==> src/rtl/pythag_leg_solver.sv <==
// Inverse-Pythagoras unit: leg = floor(sqrt(h*h - a*a)), found by an 8-step bit-serial root search.
// Outputs are registered, so the FINISH cycle commits them and they are visible in the cycle after it.
module pythag_leg_solver (
  input  logic       clk,
  input  logic       rst_n,
  input  logic       start,
  input  logic [7:0] h,
  input  logic [7:0] a,
  output logic       busy,
  output logic       done,
  output logic [7:0] leg,
  output logic       invalid
);

  localparam int unsigned OP_W   = 8;
  localparam int unsigned SQ_W   = 16;
  localparam int unsigned DIFF_W = 17;
  localparam int unsigned IDX_W  = 3;

  typedef enum logic [1:0] {
    IDLE   = 2'd0,
    SEARCH = 2'd1,
    FINISH = 2'd2
  } state_t;

  state_t            state, state_nxt;
  logic [SQ_W-1:0]   diff, diff_nxt;
  logic [OP_W-1:0]   root, root_nxt;
  logic [IDX_W-1:0]  idx, idx_nxt;
  logic              flag, flag_nxt;
  logic              busy_nxt, done_nxt, invalid_nxt;
  logic [OP_W-1:0]   leg_nxt;

  logic [SQ_W-1:0]   h_sq_c, a_sq_c, trial_sq_c;
  logic [DIFF_W-1:0] diff_c;
  logic [OP_W-1:0]   trial_c;

  // Squares and signed difference of the live operands; only used on the accepting edge.
  always_comb begin
    h_sq_c     = SQ_W'(h) * SQ_W'(h);
    a_sq_c     = SQ_W'(a) * SQ_W'(a);
    diff_c     = DIFF_W'(h_sq_c) - DIFF_W'(a_sq_c);
    trial_c    = root | (OP_W'(1) << idx);
    trial_sq_c = SQ_W'(trial_c) * SQ_W'(trial_c);
  end

  always_ff @(posedge clk or negedge rst_n) begin
    if (!rst_n) begin
      state   <= IDLE;
      diff    <= '0;
      root    <= '0;
      idx     <= '0;
      flag    <= 1'b0;
      busy    <= 1'b0;
      done    <= 1'b0;
      leg     <= '0;
      invalid <= 1'b0;
    end else begin
      state   <= state_nxt;
      diff    <= diff_nxt;
      root    <= root_nxt;
      idx     <= idx_nxt;
      flag    <= flag_nxt;
      busy    <= busy_nxt;
      done    <= done_nxt;
      leg     <= leg_nxt;
      invalid <= invalid_nxt;
    end
  end

  always_comb begin
    state_nxt   = state;
    diff_nxt    = diff;
    root_nxt    = root;
    idx_nxt     = idx;
    flag_nxt    = flag;
    busy_nxt    = busy;
    done_nxt    = 1'b0;
    leg_nxt     = leg;
    invalid_nxt = invalid;

    unique case (state)
      IDLE: begin
        if (start) begin
          diff_nxt = diff_c[SQ_W-1:0];
          root_nxt = '0;
          idx_nxt  = IDX_W'(OP_W - 1);
          // A negative difference means a > h: skip the search entirely.
          if (diff_c[DIFF_W-1]) begin
            flag_nxt  = 1'b1;
            state_nxt = FINISH;
          end else begin
            flag_nxt  = 1'b0;
            busy_nxt  = 1'b1;
            state_nxt = SEARCH;
          end
        end
      end

      SEARCH: begin
        if (trial_sq_c <= diff) root_nxt = trial_c;
        if (idx == '0) state_nxt = FINISH;
        else           idx_nxt   = idx - IDX_W'(1);
      end

      FINISH: begin
        leg_nxt     = flag ? '0 : root;
        invalid_nxt = flag;
        done_nxt    = 1'b1;
        busy_nxt    = 1'b0;
        state_nxt   = IDLE;
      end

      default: state_nxt = IDLE;
    endcase
  end

endmodule

==> config.mk <==
export PLATFORM = sky130hd
export DESIGN_NAME = pythag_leg_solver
export DESIGN_NICKNAME = d
export VERILOG_FILES = /design/src/rtl/pythag_leg_solver.sv
export SDC_FILE = /design/constraint.sdc
export NUM_CORES = 1
export LEC_CHECK = 0
export ABC_CLOCK_PERIOD_IN_PS = 17400
export CORE_ASPECT_RATIO = 0.8
export CORE_MARGIN = 1.5
export CORE_UTILIZATION = 30
export CTS_BUF_LIST = sky130_fd_sc_hd__clkbuf_4 sky130_fd_sc_hd__clkbuf_8
export DETAILED_ROUTE_END_ITERATION = 10
export DONT_BUFFER_PORTS = 1
export GPL_TIMING_DRIVEN = 1
export PLACE_DENSITY = 0.46
export SYNTH_ARGS = -nofsm -noshare
export SYNTH_HDL_FRONTEND = slang
export SYNTH_SLANG_ARGS = --single-unit
export TNS_END_PERCENT = 20
==> constraint.sdc <==
create_clock -name clk -period 17.4 [get_ports clk]
set_clock_uncertainty 0.2 [all_clocks]
set_input_delay 3.48 -clock clk [delete_from_list [all_inputs] [get_ports clk]]
set_output_delay 3.48 -clock clk [all_outputs]
set_load 0.01 [all_outputs]
==> results of run 1 <==
Yosys cell counts, drive strengths merged, types with 2 or more instances:
library cell	instances	area, µm²
inv	206	773
fa	106	2120
ha	106	1330
nand2	96	363
nor2	49	186
a21oi	48	255
o21ai	46	234
dfrtp	41	1030
clkbuf	18	67.6
nand2b	18	113
xnor2	17	149
and2	16	100
xor2	14	123
o211ai	10	85.1
a21o	8	61.3
a311oi	8	70.1
and3	8	50.1
nand3	8	40.0
nor3	7	35.0
nor2b	6	37.5
buf	5	28.8
nand4	5	31.3
nand3b	3	22.5
or2	3	18.8
or3	3	18.8
a31oi	2	12.5
a41oi	2	17.5
nor4	2	12.5
o21a	2	15.0
o21bai	2	15.0
cells by family after synthesis:
group	synth area share, %
buffers and inverters	11.4
and+or+nand+nor	14.0
adders and majority gates	45.3
AOI/OAI and AO/OA	11.9
DFF	13.5
xor gates and xnor gates	3.57
muxes	0.280
other	0.0493
state kept, by name, indices dropped and copies added (netlist names):
| name | count |
|---|---|
| diff | 16 |
| leg | 8 |
| root | 8 |
| idx | 3 |
| state | 2 |
| busy | 1 |
| done | 1 |
| flag | 1 |
| invalid | 1 |
worst paths after layout:
check / endpoint / cells after the start
min: diff[7]$_DFFE_PN0P_ / 2
max reg2reg: root[7]$_DFFE_PN0P_ / 21
min reg2reg: diff[7]$_DFFE_PN0P_ / 2
max: diff[15]$_DFFE_PN0P_ / 17
min in group asynchronous: done$_DFF_PN0_ / 0
max in group asynchronous: flag$_DFFE_PN0P_ / 0
final cells by class:
class                   instances  share of cell area [%]
multi-input cells             617                    71.0
flip-flops and latches         41                    12.8
inverters                     206                    9.61
well taps                     318                    4.94
clock buffers                   5                   0.855
clock inverters                 3                   0.575
repair buffers                  3                   0.280
per-layer routing:
| layer | global-route usage (%) | part of all wire, % |
|---|---|---|
| met5 | 0 | 0 |
| met4 | 1.29 | 0.32 |
| met3 | 1.70 | 3.2 |
| met2 | 19.0 | 40 |
| met1 | 21.7 | 56 |
worst max-delay path, cell delays in order:
cell and delay [ns]:
nand2_1 0.09, inv_1 0.07, fa_1 0.50, fa_1 0.54
inv_1 0.05, fa_1 0.52, inv_1 0.06, fa_1 0.53
inv_1 0.05, fa_1 0.50, fa_1 0.49, ha_1 0.39
o21ai_0 0.10, a21oi_1 0.15, o21ai_0 0.12, o2111a_1 0.25
or3_1 0.36
per-stage QoR:
stage	cell area (µm²)	hold WS [ns]
global placement	7930	0.271
detailed placement	7930	0.279
global route	8050	0.334
floorplan	7610	0.250
CTS	8050	0.297
finish	8050	0.288
==> flow_summary.json, run 1 <==
{
  "outcome": "completed",
  "final_common_cell": "inv_1",
  "htree_levels": 2,
  "grt.overflow.total": 0,
  "cts_root_buf": "clkbuf_8",
  "numCtsBuffers": 5,
  "post-route-util_pct": 32.7,
  "startpoint_type": "input port",
  "grt_usage_pct": 13.3,
  "reg2reg_from": "idx[0]$_DFFE_PN0P_",
  "vias_per_cell": 4.58,
  "final_max_slew_viol_count": 0,
  "die_area_mm2": 0.0263,
  "syn-num-nets": 1118,
  "rsz0062_at_grt": "false",
  "worstSetupPathType": "in2reg",
  "syn_to_final_growth_pct": 5.77,
  "min_path_type": "reg2reg",
  "setup_viol_count_final": 0,
  "drt-initial-drc-count": 198,
  "final_cells": 1193,
  "final_nets": 1105,
  "worstMarginPinSlew_ns": 0.895,
  "seq_area_mm2": 0.00103,
  "syn_avg_cell_area_um2": 8.58,
  "worstSkewPairLatency_ns": 0.31,
  "yosysWarningCount": 0,
  "worst_ep_required_time_ns": 17.38,
  "min-delay-start": "diff[7]$_DFFE_PN0P_",
  "relSlewSlack_pct": 40.3,
  "antenna-diode-count": 0,
  "dp_slack_ns": 8.79,
  "grt_max_degree": 42,
  "portBuffers": 0,
  "first_pass_iters": 4,
  "wl_um": 16100,
  "clock_path_buffers": 2,
  "pin_count": 30,
  "synthCells": 887,
  "period_needed_ns": 8.27,
  "final_cell_mix": "inv_1, fa_1, ha_1, nand2_1, nor2_1",
  "ctsHoldBuffers": 0,
  "cts_setup_buffers": 0,
  "dp_hpwl_um": 14200,
  "worstPathMaxFanout": 11,
  "rrSetupSlack_ns": 10.29,
  "vias": 5465,
  "max_freq_mhz": 121,
  "rows": 51,
  "fp.coreArea_mm2": 0.0246,
  "gp_congestion": 0.806,
  "ys_types": 61,
  "grt_pass1_vias": 5637,
  "ant_nets": 0,
  "synthesis.area_mm2": 0.00761,
  "synth_edf_count": 0,
  "cts_tree": "yes",
  "drive_gt1_share_pct": 2.63,
  "drc": 0,
  "setup-tns-final_ns": 0,
  "post-route-period-util_pct": 47.5,
  "die_h_um": 145,
  "clock-sinks": 41,
  "die_w_um": 181,
  "multi_input_area_mm2": 0.00571,
  "nFillCells": 2637,
  "placed_cells": 1185,
  "ys_ff_latch": 41,
  "clk_pin_slew_worst_paths_ns": 0.08,
  "ctsResizeCount": 0,
  "startpoint": "a[5]",
  "final_hold_viol_count": 0,
  "antenna_found_initial": 0,
  "async_flop_share_pct": 100,
  "synthFlopType": "dfrtp_1",
  "seq_area_frac_synth_pct": 13.5,
  "wl_per_cell_um": 13.5,
  "layout_setup_ws_ns": 9.13,
  "cap_violations": 0,
  "grt_first_pass_wirelength_um": 28700,
  "initial_utilization_pct": 30.9,
  "cp-end-kind": "register",
  "cp.arrival_ns": 8.25
}
Power of run 1 is not shown: default switching activity piles up to over one toggle a cycle in this logic, so the estimate is an artifact.
==> run 2, diff against run 1 <==
--- a/config.mk
+++ b/config.mk
@@ -5,7 +5,7 @@
 export SDC_FILE = /design/constraint.sdc
 export NUM_CORES = 1
 export LEC_CHECK = 0
-export ABC_CLOCK_PERIOD_IN_PS = 17400
+export ABC_CLOCK_PERIOD_IN_PS = 7700
 export CORE_ASPECT_RATIO = 0.8
 export CORE_MARGIN = 1.5
 export CORE_UTILIZATION = 30
==> constraint.sdc (replaced) <==
create_clock -name clk -period 7.7 [get_ports clk]
set_clock_uncertainty 0.2 [all_clocks]
set_input_delay 1.54 -clock clk [delete_from_list [all_inputs] [get_ports clk]]
set_output_delay 1.54 -clock clk [all_outputs]
set_load 0.01 [all_outputs]
==> flow_summary.json, run 2 (synthesis gave the netlist of run 1 again) <==
{
  "gp_congestion": 0.788,
  "die_h_um": 145,
  "clk_pin_slew_worst_paths_ns": 0.09,
  "cts_root_buf": "clkbuf_8",
  "critPathBufInv": 3,
  "cts_setup_buffers": 0,
  "setup-tns-final_ns": 0,
  "final_cell_mix": "inv_1, fa_1, ha_1, nand2_1, nor2_1",
  "cap_violations": 0,
  "final_common_cell": "inv_1",
  "grt_first_pass_wirelength_um": 28600,
  "grt_usage_pct": 13.2,
  "rrSetupSlack_ns": 1.08,
  "final_cells": 1197,
  "drc": 0,
  "worstSetupPathType": "reg2reg",
  "initial_utilization_pct": 30.9,
  "wl_um": 16000,
  "grt.overflow.total": 0,
  "worstMarginPinSlew_ns": 0.813,
  "cts_tree": "yes",
  "placed_cell_area_mm2": 0.00796,
  "clock-sinks": 41,
  "fp.coreArea_mm2": 0.0246,
  "dp_slack_ns": 0.986,
  "post-route-period-util_pct": 86.0,
  "grt_max_degree": 42,
  "die_w_um": 181,
  "rsz0062_at_grt": "false",
  "min-delay-start": "diff[9]$_DFFE_PN0P_",
  "dp_hpwl_um": 14100,
  "syn_to_final_growth_pct": 6.17,
  "clock_path_buffers": 2,
  "cp.arrival_ns": 6.63,
  "reg2reg_from": "idx[0]$_DFFE_PN0P_",
  "pin_count": 30,
  "outcome": "completed",
  "numCtsBuffers": 5,
  "rows": 51,
  "crit_family": "adder cells",
  "startpoint": "idx[0]$_DFFE_PN0P_",
  "reg_top3": "diff (16), leg (8), root (8)",
  "antenna_found_initial": 0,
  "min_path_type": "reg2reg",
  "ctsResizeCount": 0,
  "relSlewSlack_pct": 45.7,
  "worstPathMaxFanout": 8,
  "ctsHoldBuffers": 0,
  "htree_levels": 2,
  "worstSkewPairLatency_ns": 0.30,
  "largest_reg_flops": 16,
  "startpoint_type": "register",
  "cp-end-kind": "register",
  "drt-initial-drc-count": 308,
  "crit_path_max_incr_delay_ns": 0.61,
  "period_needed_ns": 6.62,
  "die_area_mm2": 0.0263,
  "vias": 5429,
  "ant_nets": 0,
  "wl_per_cell_um": 13.4,
  "setup_viol_count_final": 0,
  "grt_pass1_vias": 5678,
  "worst_ep_required_time_ns": 7.71,
  "regMostFlops": "diff",
  "final_max_slew_viol_count": 0,
  "drive_gt1_share_pct": 3.07,
  "path_cells": "inv_1 -> ha_1 -> a21oi_1 -> nor2_1 -> fa_1 -> fa_1 -> inv_1 -> fa_1 -> fa_1 -> inv_1 -> ha_1 -> o21a_1 -> a21boi_0 -> o21a_1 -> o211ai_1 -> ha_1 -> nand4_1 -> nor4_1 -> nor2_2 -> a311oi_1",
  "critPathMostFrequentCell": "fa_1",
  "portBuffers": 0,
  "final_nets": 1109,
  "nFillCells": 2608,
  "layout_setup_ws_ns": 1.08,
  "max_freq_mhz": 151,
  "critPathSlowestCell": "a21oi_1",
  "placed_cells": 1189,
  "antenna-diode-count": 0,
  "final_hold_viol_count": 0,
  "first_pass_iters": 4,
  "vias_per_cell": 4.54,
  "final_area_mm2": 0.00808
}
## run 2: cell count changes in the layout (fill, tap and decap cells not counted), sizes merged
cell and change:
buf +4
## run 2: worst paths after layout
kind                                        endpoint  cells after the start
min in group asynchronous         leg[1]$_DFFE_PN0P_                      0
worst max register to register   root[7]$_DFFE_PN0P_                     20
worst min register to register   diff[9]$_DFFE_PN0P_                      2
worst max-delay path             root[7]$_DFFE_PN0P_                     20
max in group asynchronous       diff[10]$_DFFE_PN0P_                      0
worst min-delay path             diff[9]$_DFFE_PN0P_                      2
## run 2: routing by layer
layer | up-vias | GRT usage, % | wire length [µm]
met5 | - | 0 | 0
met4 | 0 | 1.25 | 21
met3 | 2 | 1.98 | 467
met2 | 60 | 18.7 | 6210
met1 | 2594 | 21.6 | 9320
li1 | 2773 | - | -
## run 2: metrics by stage
stage	hold slack, ns	util, %
finish	0.283	32.8
global route	0.315	32.8
global placement	0.270	32.3
floorplan	0.250	-
CTS	0.289	32.8
detailed placement	0.272	32.3
## run 2: final cells by class
type	count	area, µm²	area share (%)
multi-input combinational	617	5710	70.7
tap	318	398	4.93
inverter	206	773	9.57
clock buffer	5	68.8	0.852
timing repair buffer	7	52.6	0.651
clock inverter	3	46.3	0.573
sequential	41	1030	12.7
## run 2: worst reg2reg max path, cell delays in order (launching register included)
cell,delay [ns]
dfrtp_1,0.43
inv_1,0.11
ha_1,0.25
a21oi_1,0.61
nor2_1,0.23
fa_1,0.45
fa_1,0.52
inv_1,0.05
fa_1,0.50
fa_1,0.55
inv_1,0.04
ha_1,0.30
o21a_1,0.13
a21boi_0,0.40
o21a_1,0.26
o211ai_1,0.13
ha_1,0.35
nand4_1,0.18
nor4_1,0.38
nor2_2,0.16
a311oi_1,0.31
Power of run 2 is left out for the same reason.
